$ cat config.mk
export PLATFORM = sky130hd
export DESIGN_NAME = note_field_scroller
export DESIGN_NICKNAME = d
export VERILOG_FILES = /design/src/rtl/ddr_pkg.sv /design/src/rtl/note_lfsr.sv /design/src/rtl/note_field_scroller.sv
export SDC_FILE = /design/constraint.sdc
export NUM_CORES = 1
export LEC_CHECK = 0
export ABC_AREA = 1
export ABC_CLOCK_PERIOD_IN_PS = 4400
export BUFFER_PORTS_ARGS = -buffer_cell sky130_fd_sc_hd__buf_2
export CAP_MARGIN = 20
export CORE_MARGIN = 3
export CORE_UTILIZATION = 58
export CTS_CLUSTER_DIAMETER = 200
export CTS_CLUSTER_SIZE = 24
export DETAILED_ROUTE_END_ITERATION = 7
export GPL_ROUTABILITY_DRIVEN = 0
export PLACE_DENSITY = 0.8
export SLEW_MARGIN = 10
export SYNTH_ARGS = -nofsm -noshare
export SYNTH_HDL_FRONTEND = slang
export SYNTH_HIERARCHICAL = 1
export SYNTH_SLANG_ARGS = --single-unit
$ cat constraint.sdc
create_clock -name CLOCK -period 4.4 [get_ports CLOCK]
set_input_delay 0.44 -clock CLOCK [delete_from_list [all_inputs] [get_ports CLOCK]]
set_output_delay 0.44 -clock CLOCK [all_outputs]
set_load 0.05 [all_outputs]
$ cat src/rtl/ddr_pkg.sv
// Shared constants, state type and frame bit mapping
// for the note field and its array driver.
package ddr_pkg;

   localparam int NUM_COLS = 4;
   localparam int NUM_ROWS = 8;
   localparam int FRAME_W  = 36;

   typedef enum logic [1:0] {
      IDLE,
      PLAY,
      OVER
   } state_t;

   function automatic int green_idx(input int c, input int r);
      return c * NUM_ROWS + r;
   endfunction

   function automatic int orange_idx(input int c);
      return NUM_COLS * NUM_ROWS + c;
   endfunction

endpackage

$ cat src/rtl/note_lfsr.sv
// 8-bit Fibonacci LFSR, taps 8/6/5/4, advancing
// only when en is high.
module note_lfsr #(
   parameter logic [7:0] SEED = 8'hA5
) (
   input  logic       clk,
   input  logic       rst,
   input  logic       en,
   output logic [7:0] q
);

   always_ff @(posedge clk) begin
      if (rst) begin
         q <= SEED;
      end else if (en) begin
         q <= {q[6:0], q[7] ^ q[5] ^ q[4] ^ q[3]};
      end
   end

endmodule

$ cat src/rtl/note_field_scroller.sv
// Scrolls pseudo-random notes down four columns and
// judges key presses at the target row.
module note_field_scroller
   import ddr_pkg::*;
#(
   parameter int         STEP_DIV   = 12500000,
   parameter int         TARGET_ROW = 6,
   parameter int         MAX_MISS   = 10,
   parameter logic [7:0] LFSR_SEED  = 8'hA5
) (
   input  logic               CLOCK,
   input  logic               RESET,
   input  logic               ENABLE,
   input  logic [3:0]         KEY,
   output logic [FRAME_W-1:0] FRAME,
   output logic [7:0]         SCORE,
   output logic [7:0]         MISSES,
   output logic               HIT,
   output logic               MISS,
   output logic               GAME_OVER
);

   state_t      state_q, state_d;
   logic [31:0] div_q;
   logic [3:0]  key_q, press, hits, inj, orange_q;
   logic [7:0]  col_q [NUM_COLS];
   logic [7:0]  col_d [NUM_COLS];
   logic [7:0]  lfsr;
   logic        act, tick;
   logic [2:0]  nh, nm;
   logic [8:0]  score_sum, miss_sum;

   note_lfsr #(.SEED(LFSR_SEED)) u_lfsr (
      .clk (CLOCK),
      .rst (RESET),
      .en  (tick),
      .q   (lfsr)
   );

   assign act   = (state_q == PLAY) && ENABLE;
   assign tick  = act && (div_q == 32'(STEP_DIV - 1));
   assign press = KEY & ~key_q;

   assign GAME_OVER = (state_q == OVER);

   always_comb begin
      state_d = state_q;
      unique case (state_q)
         IDLE:    if (ENABLE) state_d = PLAY;
         PLAY:    if (MISSES >= 8'(MAX_MISS)) state_d = OVER;
         OVER:    state_d = OVER;
         default: state_d = IDLE;
      endcase
   end

   // Hits clear their bit before the step shift is applied.
   always_comb begin
      hits = '0;
      inj  = '0;
      nh   = '0;
      nm   = '0;
      for (int c = 0; c < NUM_COLS; c++) begin
         hits[c]  = act & press[c] & col_q[c][TARGET_ROW];
         col_d[c] = col_q[c] & ~(8'(hits[c]) << TARGET_ROW);
         nh       = nh + 3'(hits[c]);
      end
      if (lfsr[7]) inj[lfsr[1:0]] = 1'b1;
      if (tick) begin
         for (int c = 0; c < NUM_COLS; c++) begin
            nm       = nm + 3'(col_d[c][7]);
            col_d[c] = {col_d[c][6:0], inj[c]};
         end
      end
   end

   assign score_sum = {1'b0, SCORE} + 9'(nh);
   assign miss_sum  = {1'b0, MISSES} + 9'(nm);

   always_ff @(posedge CLOCK) begin
      if (RESET) begin
         state_q  <= IDLE;
         div_q    <= '0;
         key_q    <= '0;
         orange_q <= '0;
         SCORE    <= '0;
         MISSES   <= '0;
         HIT      <= 1'b0;
         MISS     <= 1'b0;
         for (int c = 0; c < NUM_COLS; c++) col_q[c] <= '0;
      end else begin
         state_q <= state_d;
         key_q   <= KEY;
         HIT     <= 1'b0;
         MISS    <= 1'b0;
         if (act) begin
            div_q    <= tick ? '0 : div_q + 32'd1;
            orange_q <= tick ? hits : (orange_q | hits);
            SCORE    <= score_sum[8] ? 8'hFF : score_sum[7:0];
            MISSES   <= miss_sum[8] ? 8'hFF : miss_sum[7:0];
            HIT      <= |hits;
            MISS     <= (nm != 3'd0);
            for (int c = 0; c < NUM_COLS; c++) col_q[c] <= col_d[c];
         end
      end
   end

   always_comb begin
      FRAME = '0;
      for (int c = 0; c < NUM_COLS; c++) begin
         for (int r = 0; r < NUM_ROWS; r++) begin
            FRAME[green_idx(c, r)] = col_q[c][r];
         end
         FRAME[orange_idx(c)] = orange_q[c];
      end
   end

endmodule

; Word level (Yosys, flattened, before mapping)
; Memory sizes are Yosys's and may differ from the RTL's.
; Cells that the tools add are included.
[totals]
regBits = 68
ram_bits = 32
output_inout_bits = 55
memories = 1
[memory_table]
columns = memory, depth, width, rd, rd_ports_with_merged_regs, wr, line_no
row1 = col_q, 4, 8, 4, 0, 4, note_field_scroller.sv:26  ; logic [7:0] col_q [NUM_COLS];
[op_classes]
addsub = 9
order_cmp = 3
n_eq_ne = 5
muxes = 21
bitwise_logic = 27
reduce_logical = 8
[ops]
columns = operator, n
row1 = 2-to-1 mux 32 bit, 2
row2 = 2-to-1 mux 8 bit, 6
row3 = "adder 32 x 1 -> 32 bit, second input constant", 1
row4 = AND 8 bit, 4
row5 = "equality test 32 x 24 -> 1 bit, second input constant", 1
row6 = inverter 7 -> 8 bit, 4
row7 = adder 8 x 3 -> 9 bit, 2
row8 = AND 1 bit, 8
row9 = ">= comparator 8 x 4 -> 1 bit, second input constant", 1
row10 = 2-to-1 mux 4 bit, 2
row11 = adder 2 x 1 -> 3 bit, 2
row12 = adder 3 x 1 -> 3 bit, 2
row13 = 2-to-1 mux 1 bit, 6
row14 = one-hot mux 2 bit (3 select lines), 1
row15 = adder 1 x 1 -> 2 bit, 2
row16 = AND 4 bit, 1
row17 = 2-to-1 mux 2 bit, 2
row18 = inverter 4 bit, 1
row19 = bitwise OR 1 bit, 4
row20 = bitwise OR 4 bit, 1
row21 = OR reduction 4 bit, 1
row22 = logical AND 1 bit, 3
row23 = "< comparator 2 x 3 -> 1 bit, second input constant", 1
row24 = 2-to-1 mux 3 bit, 1
row25 = 12 further kinds, 14

; Depth between registers and ports, before layout
; Gate-level depths: netlist of the first run.
[depth]
word_depth = 12
mapped_depth = 21

; Hierarchy
; The synthesis of the first run kept the hierarchy.
[modules_own_cells]
columns = module, instances, cells_per_inst, area_each_um2, seq_area_each_um2
row1 = note_field_scroller, 1, 597, 4599.4, 2162.1
row2 = note_lfsr, 1, 48, 337.8, 160.2

; Worst setup path before layout of the first run
; OpenSTA, ideal clock, no wires.
[synth_timing]
kind = reg2reg
from = register state_q[1]
to = register SCORE[6]
setup_time_ns = 0.057
t_arrival_ns = 3.121
slack_ns = 1.223
stages_incl_launch_ff = 20
path_buffers = 1
path_cell_list = dfxtp_1 inv_1 ha_1 nand2_1 buf_2 nor3_1 nand2_1 inv_1 fa_1 inv_1 fa_1 inv_1 fa_1 nand3_1 nor2_1 nand3_1 or2_2 nand3_1 nand2_1 inv_1
[synth_via]
elab_chain_cells = 9
elab_cells_between_ends = 15
[synth_rtl]
columns = element, line_no
row1 = "start, declared", note_field_scroller.sv:23  ; state_t state_q, state_d;
row2 = "start signal, assigned", note_field_scroller.sv:91  ; state_q <= state_d;
row3 = equality test 2 x 1 -> 1 bit *, note_field_scroller.sv:40  ; assign act = (state_q == PLAY) && ENABLE;
row4 = logical AND 1 bit *, note_field_scroller.sv:40
row5 = AND 1 bit (2 in a row), note_field_scroller.sv:63  ; hits[c] = act & press[c] & col_q[c][TARGET_ROW];
row6 = adder 1 x 1 -> 2 bit, note_field_scroller.sv:65  ; nh = nh + 3'(hits[c]);
row7 = adder 2 x 1 -> 3 bit, note_field_scroller.sv:65
row8 = adder 3 x 1 -> 3 bit, note_field_scroller.sv:65
row9 = adder 8 x 3 -> 9 bit, note_field_scroller.sv:76  ; assign score_sum = {1'b0, SCORE} + 9'(nh);
row10 = 2-to-1 mux 8 bit, note_field_scroller.sv:98  ; SCORE <= score_sum[8] ? 8'hFF : score_sum[7:0];
row11 = "end signal, assigned", note_field_scroller.sv:98
row12 = "end, declared", note_field_scroller.sv:16  ; output logic [7:0] SCORE,
; Every way passes the cells marked *; elsewhere a longest branch is shown, timed or not.
; A chain may end at the register's enable or synchronous reset.

; Final worst setup path of the first run
; Same ends and word-level chain as after synthesis.

==> results of run 1 <==
per-layer routing:
layer,vias up,global-route usage,share of wire
met5,-,0,0
met4,0,0.0840,0.015
met3,16,0.0493,0.059
met2,141,0.374,0.48
met1,1937,0.287,0.45
li1,2151,-,-
logic make-up after synthesis:
logic type | count (synthesis)
compound gates | 47
xor+xnor | 17
fa+ha+maj | 16
buf+inv | 106
flops | 100
simple gates | 359
registers in the layout, summed over array words and instances (netlist names):
signal    flops
div_q        32
orange_q      4
key_q         4
MISS          1
HIT           1
state_q       2
col_q        32
u_lfsr/q      8
MISSES        8
SCORE         8
power by group:
| part | switching, W | internal [W] | leakage (nW) |
|---|---|---|---|
| registers | 0.0000250 | 0.000985 | 0.857 |
| clock network | 0.000340 | 0.000216 | 0.0968 |
| logic | 0.000205 | 0.0000610 | 1.61 |
| total | 0.000569 | 0.00126 | 2.56 |
final cells by class:
| type | instances | area, µm² | share of cell area |
|---|---|---|---|
| clock buffers | 9 | 124 | 0.0226 |
| well taps | 105 | 131 | 0.0240 |
| repair buffers | 62 | 313 | 0.0571 |
| inverters | 93 | 349 | 0.0637 |
| clock inverters | 7 | 57.6 | 0.0105 |
| multi-input cells | 439 | 2180 | 0.398 |
| flip-flops and latches | 100 | 2320 | 0.424 |
stage by stage:
| stage | setup WS [ns] | area (µm²) |
|---|---|---|
| final | 0.744 | 5480 |
| after global routing | 0.483 | 5480 |
| after CTS | 0.760 | 5480 |
| after detailed placement | 0.824 | 5300 |
| after global placement | 0.937 | 5300 |
| after floorplan | 1.22 | 4940 |
worst paths after layout:
check,from,end,slack [ns],cells past startpoint
min reg2reg,orange_q[1],orange_q[1],0.45,2
max reg2reg,state_q[1],SCORE[6],0.74,18
min,KEY[1],key_q[1],0.31,3
max,state_q[1],SCORE[6],0.74,18
cells in the mapped netlist (2+ instances only):
master	n	area share
inv_2	4	0.0030
ha_1	11	0.028
nor2_1	129	0.098
fa_1	5	0.020
nor2_2	7	0.0089
buf_2	3	0.0030
nand3b_1	4	0.0061
xnor2_1	6	0.011
or2_2	4	0.0051
nand3_1	39	0.040
o31ai_1	4	0.0061
nor3_1	9	0.0091
dfxtp_1	68	0.28
xor2_1	11	0.020
buf_6	3	0.0068
edfxtp_1	32	0.19
a31oi_1	3	0.0038
a21oi_1	21	0.021
inv_1	89	0.068
nand2_1	143	0.11
nor2_4	2	0.0046
nand4_1	15	0.019
nand2_2	3	0.0038
clkbuf_1	5	0.0038
o21ai_0	17	0.017
tightest hold or removal path: stages:
cell and delay [ns]:
buf_2 0.08, inv_1 0.05, nor2_1 0.07
==> metrics.md, run 1 <==
| Metric | Value |
|---|---|
| Setup Skew | `0.0104 ns` |
| First-pass GRT wire length | `17800 µm` |
| Synthesized area | `4940 µm²` |
| Post-Synth Adder-Cell Area | `0.0482` |
| Ant diodes | `0` |
| Hold WS | `0.314 ns` |
| Ys flop type | `dfxtp_1` |
| Worst Path Max Fanout | `16` |
| Worst skew pair latency | `0.37 ns` |
| # DRC | `0` |
| CP arrival | `between 3 and 4 ns` |
| Vias in the first global route | `4032` |
| Final hold viol count | `0` |
| H-tree levels | `3` |
| Fmax | `0.274 GHz` |
| Largest family of logic cells by synthesized area | `simple AND/OR/NAND/NOR gates` |
| Peak supply drop | `around 0.00021 V` |
| # Post-CTS Setup Buffers | `0` |
| Syn Area/Cell | `7.65 µm²` |
| Die Footprint | `9660 µm²` |
| Post-synthesis sequential area ratio | `0.470` |
| Share of layout cells above drive strength 1 | `0.141` |
| Cts bufs inserted | `9` |
| Startpoint types | `flop` |
| DR vias | `~4200` |
| RSZ-0062 raised after global routing | `false` |
| Post-synthesis mux area share | `0` |
| Mean routed wirelength per cell | `13.2 µm` |
| Worst rel slew slack | `0.443` |
| Total core area | `8260 µm²` |
| Die W | `about 98 µm` |
| Synthesized instance count | `645` |
| Placed cell count | `between 700 and 800` |
| Initial DRC Count | `221` |
| Detail Placement HPWL | `7880 µm` |
| Fin util | `0.663` |
| Largest net degree at the start of global routing | `37` |
| Final WL | `about 11000 µm` |
| Tmin final | `3.66 ns` |
| Leak Pwr | `2.56 nW` |
| PD cells | `334 nW/µm²` |
| Least-Margin Pin Slew | `0.832 ns` |
| Most frequent cells in the layout | `nand2_1 (143), nor2_1 (129), inv_1 (89)` |
| Final setup fails | `0` |
| Req. time, crit path | `4.73 ns` |
| Yosys reg bits | `100` |
| Final period util | `0.831` |
| Mapped Nets | `668` |
| Most frequent CP cell | `inv_1` |
| Grt ovf | `0` |
| Setup CP Type | `reg2reg` |
| Routed Antenna Nets | `0` |
| Async set-reset flop share out of synthesis | `0` |
| Fin. max-slew vios | `0` |
| Number of port buffers | `slightly above 60` |
| Distinct cells, synth | `33` |
| Outcome | `complete, no violations` |
| GRT Total Usage | `0.224` |
| Hold-fix buffers, CTS | `0` |
| TritonRoute pass-1 iters | `5` |
| Buf/Inv on CP | `6` |
| Post-synth EDFFs | `32` |
| Fin Setup TNS | `0 ns` |
| Post-layout power | `0.00183 W` |
| Via/cell ratio | `5.21` |
| Slowest cell on the critical path | `fa_1` |
| Clock Path Buffers | `2` |
| Post-CTS Resized | `0` |
| Row Count | `33` |
| Synth Warn # | `6` |
| CP max stage delay | `0.48 ns` |
| Most common cell after layout, fill and taps aside | `nand2_1` |
| Final cell count without fillers | `just over 800` |
| Post-Synth XOR/XNOR Area | `0.0302` |
| Clock root buffer | `clkbuf_8` |
| Worst-path cell chain | `inv_1, ha_1, nand2_1, inv_2, nand4_1, inv_1, fa_1, inv_1, fa_1, inv_1, fa_1, nand3_1, nor2_1, nand3_1, or2_2, nand3_1, nand2_1, inv_1` |
| Clk slew on worst S/H paths | `0.10 ns` |
| Post-synthesis simple-gate area fraction | `0.312` |
| Number of maximum-capacitance violations | `0` |
| Nets | `728` |
| Top-Level Pins | `62` |
| Number of antenna violations at the first check in global routing | `0` |
| P&R area growth vs syn | `10.9%` |
| Worst hold path type | `in2reg` |
| Synth Area in Compound Gates | `0.0517` |
| Initial core utilization | `0.598` |
| CTS tree | `built` |
| Crit end category | `flop` |
| Die height | `98.3 µm` |
| Clock Sinks | `100` |
| Delay-heaviest family, CP | `simple AND/OR/NAND/NOR gates` |
| FILL cells | `689` |
Note: power is estimated with default switching activity, not from simulation.
==> run 2, diff against run 1 <==
--- a/config.mk
+++ b/config.mk
@@ -6,7 +6,7 @@
 export NUM_CORES = 1
 export LEC_CHECK = 0
 export ABC_AREA = 1
-export ABC_CLOCK_PERIOD_IN_PS = 4400
+export ABC_CLOCK_PERIOD_IN_PS = 3590
 export BUFFER_PORTS_ARGS = -buffer_cell sky130_fd_sc_hd__buf_2
 export CAP_MARGIN = 20
 export CORE_MARGIN = 3
==> constraint.sdc (replaced) <==
create_clock -name CLOCK -period 3.59 [get_ports CLOCK]
set_input_delay 0.359 -clock CLOCK [delete_from_list [all_inputs] [get_ports CLOCK]]
set_output_delay 0.359 -clock CLOCK [all_outputs]
set_load 0.05 [all_outputs]
==> run 2 against run 1 <==
Compared with the run above: critical path type unchanged; cell count up 0.49%; cell area up 1.1%; register-to-register slack worse by 0.43 ns; worst hold slack worse by 0.079 ns; die area unchanged; count of clock-buffer cells in the layout up 1.
==> metrics.md, run 2 (synthesis gave the netlist of run 1 again) <==
| Metric | Value |
|---|---|
| Clk slew on worst S/H paths | `0.10 ns` |
| Crit end category | `flop` |
| Fin Setup TNS | `0 ns` |
| Tmin final | `3.28 ns` |
| Fin. max-slew vios | `0` |
| Share of layout cells above drive strength 1 | `0.147` |
| Detail Placement HPWL | `7980 µm` |
| Clock Path Buffers | `2` |
| Initial DRC Count | `~210` |
| Most common cell after layout, fill and taps aside | `nand2_1` |
| Placed cell area | `~5300 µm²` |
| Final setup fails | `0` |
| PnR worst setup slack | `0.312 ns` |
| Ant diodes | `0` |
| # DRC | `0` |
| DR vias | `4245` |
| Worst rel slew slack | `0.436` |
| First-pass GRT wire length | `18600 µm` |
| Clock Sinks | `100` |
| GRT Total Usage | `0.232` |
| Leak Pwr | `2.59 nW` |
| Hold-fix buffers, CTS | `0` |
| Worst skew pair latency | `~0.37 ns` |
| Die height | `between 90 and 100 µm` |
| CTS tree | `built` |
| Cts bufs inserted | `9` |
| Biggest regs | `col_q (32), div_q (32)` |
| Top-Level Pins | `between 60 and 70` |
| Row Count | `33` |
| Final hold viol count | `0` |
| Fin area | `5540 µm²` |
| Die W | `98.3 µm` |
| Pre-CTS WS | `0.398 ns` |
| Final WL | `11100 µm` |
| Largest net degree at the start of global routing | `37` |
| Total core area | `8260 µm²` |
| Number of maximum-capacitance violations | `0` |
| Req. time, crit path | `just under 4 ns` |
| P&R area growth vs syn | `12.2%` |
| Nets | `732` |
| Setup Skew | `~0.015 ns` |
| Fmax | `between 0.3 and 0.4 GHz` |
| TritonRoute pass-1 iters | `5` |
| Mean routed wirelength per cell | `between 10 and 15 µm` |
| Setup CP Type | `reg2reg` |
| RSZ-0062 raised after global routing | `false` |
| Peak supply drop | `~0.00019 V` |
| Least-Margin Pin Slew | `0.844 ns` |
| Number of port buffers | `between 60 and 70` |
| PD cells | `422 nW/µm²` |
| Outcome | `complete, no violations` |
| Worst Path Max Fanout | `4` |
| H-tree levels | `3` |
| Die Footprint | `9660 µm²` |
| Grt ovf | `0` |
| Via/cell ratio | `slightly above 5` |
| Number of antenna violations at the first check in global routing | `0` |
| Initial core utilization | `0.598` |
| CP arrival | `3.60 ns` |
| Final period util | `0.913` |
| Vias in the first global route | `4171` |
| Worst hold path type | `in2reg` |
| Most frequent cells in the layout | `nand2_1 (143), nor2_1 (129), inv_1 (89)` |
| Routed Antenna Nets | `0` |
| Clock root buffer | `clkbuf_8` |
| Startpoint types | `flop` |
[run 2: final timing paths]
path                            cells past startpoint   startpoint     endpoint  slack [ns]
worst max-delay path                               18   state_q[1]     SCORE[6]        0.31
worst min-delay path                                3       KEY[3]     key_q[3]        0.23
worst max register to register                     18   state_q[1]     SCORE[6]        0.31
worst min register to register                      2  orange_q[1]  orange_q[1]        0.45
[run 2: power breakdown]
part,internal [W],switching (W),total (W)
registers,0.00121,0.0000312,0.00124
logic,0.0000815,0.000256,0.000338
clock network,0.000349,0.000412,0.000761
[run 2: area by class of cell]
class,count,area [µm²]
clock buffer,10,138
clock inverter,6,71.3
fill,734,2720
inverter,93,349
multi-input combinational,439,2190
sequential,100,2320
tap,105,131
timing repair buffer,66,343
[run 2: timing repair]
action	4_1_cts	5_1_grt
setup buffers	0	0
gates resized for setup	0	1
endpoints found under the setup margin	0	1
[run 2: per-stage QoR]
| stage | std cells | utilization | power [W] | hold slack [ns] |
|---|---|---|---|---|
| 2_1_floorplan | 645 | - | 0.00151 | 0.424 |
| 3_3_place_gp | 803 | 0.645 | 0.00158 | 0.433 |
| 3_5_place_dp | 803 | 0.645 | 0.00160 | 0.439 |
| 4_1_cts | 819 | 0.670 | 0.00234 | 0.230 |
| 5_1_grt | 819 | 0.671 | 0.00242 | 0.248 |
| 6_report | 819 | 0.671 | 0.00234 | 0.234 |
[run 2: worst max-delay path, cell delays in order (launching register included)]
cell and delay, ns:
dfxtp_1 0.37, inv_1 0.09, ha_1 0.20, nand2_1 0.18, inv_2 0.07, nand4_1 0.11, inv_1 0.09, fa_1 0.48
inv_1 0.05, fa_1 0.38, inv_1 0.09, fa_1 0.22, nand3_1 0.14, nor2_1 0.19, nand3_1 0.11, or2_2 0.28
nand3_1 0.07, nand2_1 0.06, inv_1 0.05
[run 2: routing by layer]
layer | vias to the layer above | wire (µm) | track usage
li1 | 2157 | - | -
met4 | 0 | 217 | 0.0935
met3 | 19 | 577 | 0.0357
met5 | - | 0 | 0
met2 | 109 | 5380 | 0.405
met1 | 1960 | 4880 | 0.289
==> run 3, diff against run 2 <==
--- a/config.mk
+++ b/config.mk
@@ -6,7 +6,7 @@
 export NUM_CORES = 1
 export LEC_CHECK = 0
 export ABC_AREA = 1
-export ABC_CLOCK_PERIOD_IN_PS = 3590
+export ABC_CLOCK_PERIOD_IN_PS = 3200
 export BUFFER_PORTS_ARGS = -buffer_cell sky130_fd_sc_hd__buf_2
 export CAP_MARGIN = 20
 export CORE_MARGIN = 3
@@ -16,6 +16,7 @@
 export DETAILED_ROUTE_END_ITERATION = 7
 export GPL_ROUTABILITY_DRIVEN = 0
 export PLACE_DENSITY = 0.8
+export SETUP_SLACK_MARGIN = 0.02
 export SLEW_MARGIN = 10
 export SYNTH_ARGS = -nofsm -noshare
 export SYNTH_HDL_FRONTEND = slang
==> constraint.sdc (replaced) <==
create_clock -name CLOCK -period 3.2 [get_ports CLOCK]
set_input_delay 0.32 -clock CLOCK [delete_from_list [all_inputs] [get_ports CLOCK]]
set_output_delay 0.32 -clock CLOCK [all_outputs]
set_load 0.05 [all_outputs]
==> run 3 against run 2 <==
Compared with the run above: global-route usage fell by 0.59 points; worst setup slack worse by 0.055 ns; critical path depth is the same; power rose by 10%; clock skew is 0.0048 ns lower; register-to-register slack worse by 0.06 ns; count of clock-buffer cells in the layout fell by 1.
==> metrics.md, run 3 (synthesis gave the netlist of run 1 again) <==
| Metric | Value |
|---|---|
| R2R depth | `18` |
| Cts bufs inserted | `9` |
| Worst hold start | `KEY[2]` |
| Worst hold path type | `in2reg` |
| Tmin final | `slightly below 3 ns` |
| Multi-input logic area | `2240 µm²` |
| CTS tree | `built` |
| TritonRoute pass-1 iters | `5` |
| CP arrival | `~3.3 ns` |
| Startpoint types | `flop` |
| Final hold viol count | `0` |
| Seq pwr share | `0.541` |
| Mean routed wirelength per cell | `13.1 µm` |
| Least-Margin Pin Slew | `between 0.7 and 0.8 ns` |
| Most frequent CP cell | `inv_1` |
| PnR worst setup slack | `0.257 ns` |
| Fin util | `0.679` |
| Final WL | `between 10000 and 15000 µm` |
| Biggest regs | `col_q (32), div_q (32)` |
| Die W | `98.3 µm` |
| Worst Path Max Fanout | `5` |
| Fmax | `about 0.34 GHz` |
| Worst skew pair latency | `0.37 ns` |
| FILL cells | `662` |
| Final period util | `0.920` |
| Crit path from | `state_q[1]` |
| Most frequent cells in the layout | `nand2_1 (142), nor2_1 (127), inv_1 (87)` |
| Worst rel slew slack | `0.510` |
| H-tree levels | `3` |
| # DRC | `0` |
| Final setup fails | `0` |
| Initial DRC Count | `183` |
| Leak Pwr | `2.61 nW` |
| Most common cell after layout, fill and taps aside | `nand2_1` |
| PD cells | `459 nW/µm²` |
| Clock Path Buffers | `2` |
| Setup CP Type | `reg2reg` |
| Vias in the first global route | `around 4000` |
| Slowest cell on the critical path | `fa_1` |
| Post-layout power | `0.00257 W` |
| Setup slack, reg-to-reg | `0.26 ns` |
| Top-Level Pins | `62` |
| RSZ-0062 raised after global routing | `false` |
| Setup Skew | `roughly 0.010 ns` |
| Largest net degree at the start of global routing | `30` |
| Detail Placement HPWL | `7900 µm` |
| First-pass GRT wire length | `approximately 18000 µm` |
| DR vias | `4251` |
| Fin. max-slew vios | `0` |
| Worst-path cell chain | `inv_2, ha_4, nand2_4, nor3_2, nand2_1, inv_1, fa_1, inv_1, fa_1, inv_2, fa_2, nand3_4, nor2_4, nand3_2, or2_2, nand3_1, nand2_1, inv_1` |
| CP max stage delay | `0.50 ns` |
| Hold WS | `0.189 ns` |
| Routed Antenna Nets | `0` |
| Switch share | `0.316` |
| Clock root buffer | `clkbuf_8` |
| Grt ovf | `0` |
| Switching pwr | `0.000813 W` |
| Register area | `2320 µm²` |
| P&R area growth vs syn | `13.6%` |
| Fin Setup TNS | `0 ns` |
| FF-to-FF End | `SCORE[6]` |
| Pre-CTS WS | `0.0273 ns` |
| WHS Path Cells | `3` |
| RR Startpoint | `state_q[1]` |
| Clock Sinks | `100` |
| Outcome | `complete, no violations` |
| Crit end category | `flop` |
| GRT Total Usage | `0.226` |
| Number of antenna violations at the first check in global routing | `0` |
| Peak supply drop | `0.000255 V` |
| Nets | `736` |
| Row Count | `33` |
| Die Footprint | `9660 µm²` |
| Via/cell ratio | `5.17` |
| Internal power | `0.00176 W` |
| Clk slew on worst S/H paths | `0.11 ns` |
| Comb pwr share | `0.158` |
| Total core area | `8260 µm²` |
| Die height | `98.3 µm` |
| Share of layout cells above drive strength 1 | `0.165` |
| Number of port buffers | `61` |
| Number of maximum-capacitance violations | `0` |
| Hold-fix buffers, CTS | `0` |
| Req. time, crit path | `3.52 ns` |
| Ant diodes | `0` |
| WHS Endpoint | `key_q[2]` |
| Initial core utilization | `0.598` |
| Clk pwr share | `0.300` |
## run 3: through the flow
stage,cell area [µm²],std cells
after floorplan,4940,645
after global placement,5350,805
after global routing,5610,822
after detailed placement,5350,805
final,5610,822
after CTS,5540,820
## run 3: worst max-delay path: cells and delay by family, from the launching register on
| family | cells | cell delay, ns |
|---|---|---|
| adders and majority gates | 4 | 1.31 |
| and+or+nand+nor | 9 | 0.91 |
| DFF | 1 | 0.36 |
| buffers and inverters | 5 | 0.31 |
## run 3: worst max path at each step
stage	end	slack, ns	cells after the start
finish	SCORE[6]	0.26	18
global route	SCORE[6]	0.03	18
CTS	SCORE[6]	0.06	18
detailed placement	SCORE[6]	0.03	18
global placement	SCORE[6]	0.11	18
floorplan	SCORE[6]	0.02	19
## run 3: layout make-up
class / instances / area share
tap: 105 / 0.0234
clock inverter: 6 / 0.0103
timing repair buffer: 70 / 0.0687
sequential: 100 / 0.414
inverter: 93 / 0.0623
clock buffer: 9 / 0.0221
multi-input combinational: 439 / 0.399
## run 3: routing by layer
| layer | vias to the layer above | part of all wire | track usage |
|---|---|---|---|
| met5 | - | 0 | 0 |
| met4 | 0 | 0.016 | 0.0630 |
| met3 | 20 | 0.062 | 0.0514 |
| met2 | 133 | 0.48 | 0.390 |
| met1 | 1937 | 0.45 | 0.287 |
| li1 | 2161 | - | - |
## run 3: repair_timing
item                       4_1_cts  5_1_grt
resized for setup                1       14
pin swaps                        0        4
setup endpoints to repair        1        9
buffers inserted                 0        2
## run 3: power groups by stage
stage                     registers (W)  logic (W)  clock network [W]
after detailed placement        0.00142   0.000377                  0
after CTS                       0.00139   0.000382           0.000782
after global placement          0.00141   0.000367                  0
after global routing            0.00140   0.000441           0.000837
after floorplan                 0.00151   0.000183                  0
final                           0.00139   0.000407           0.000773
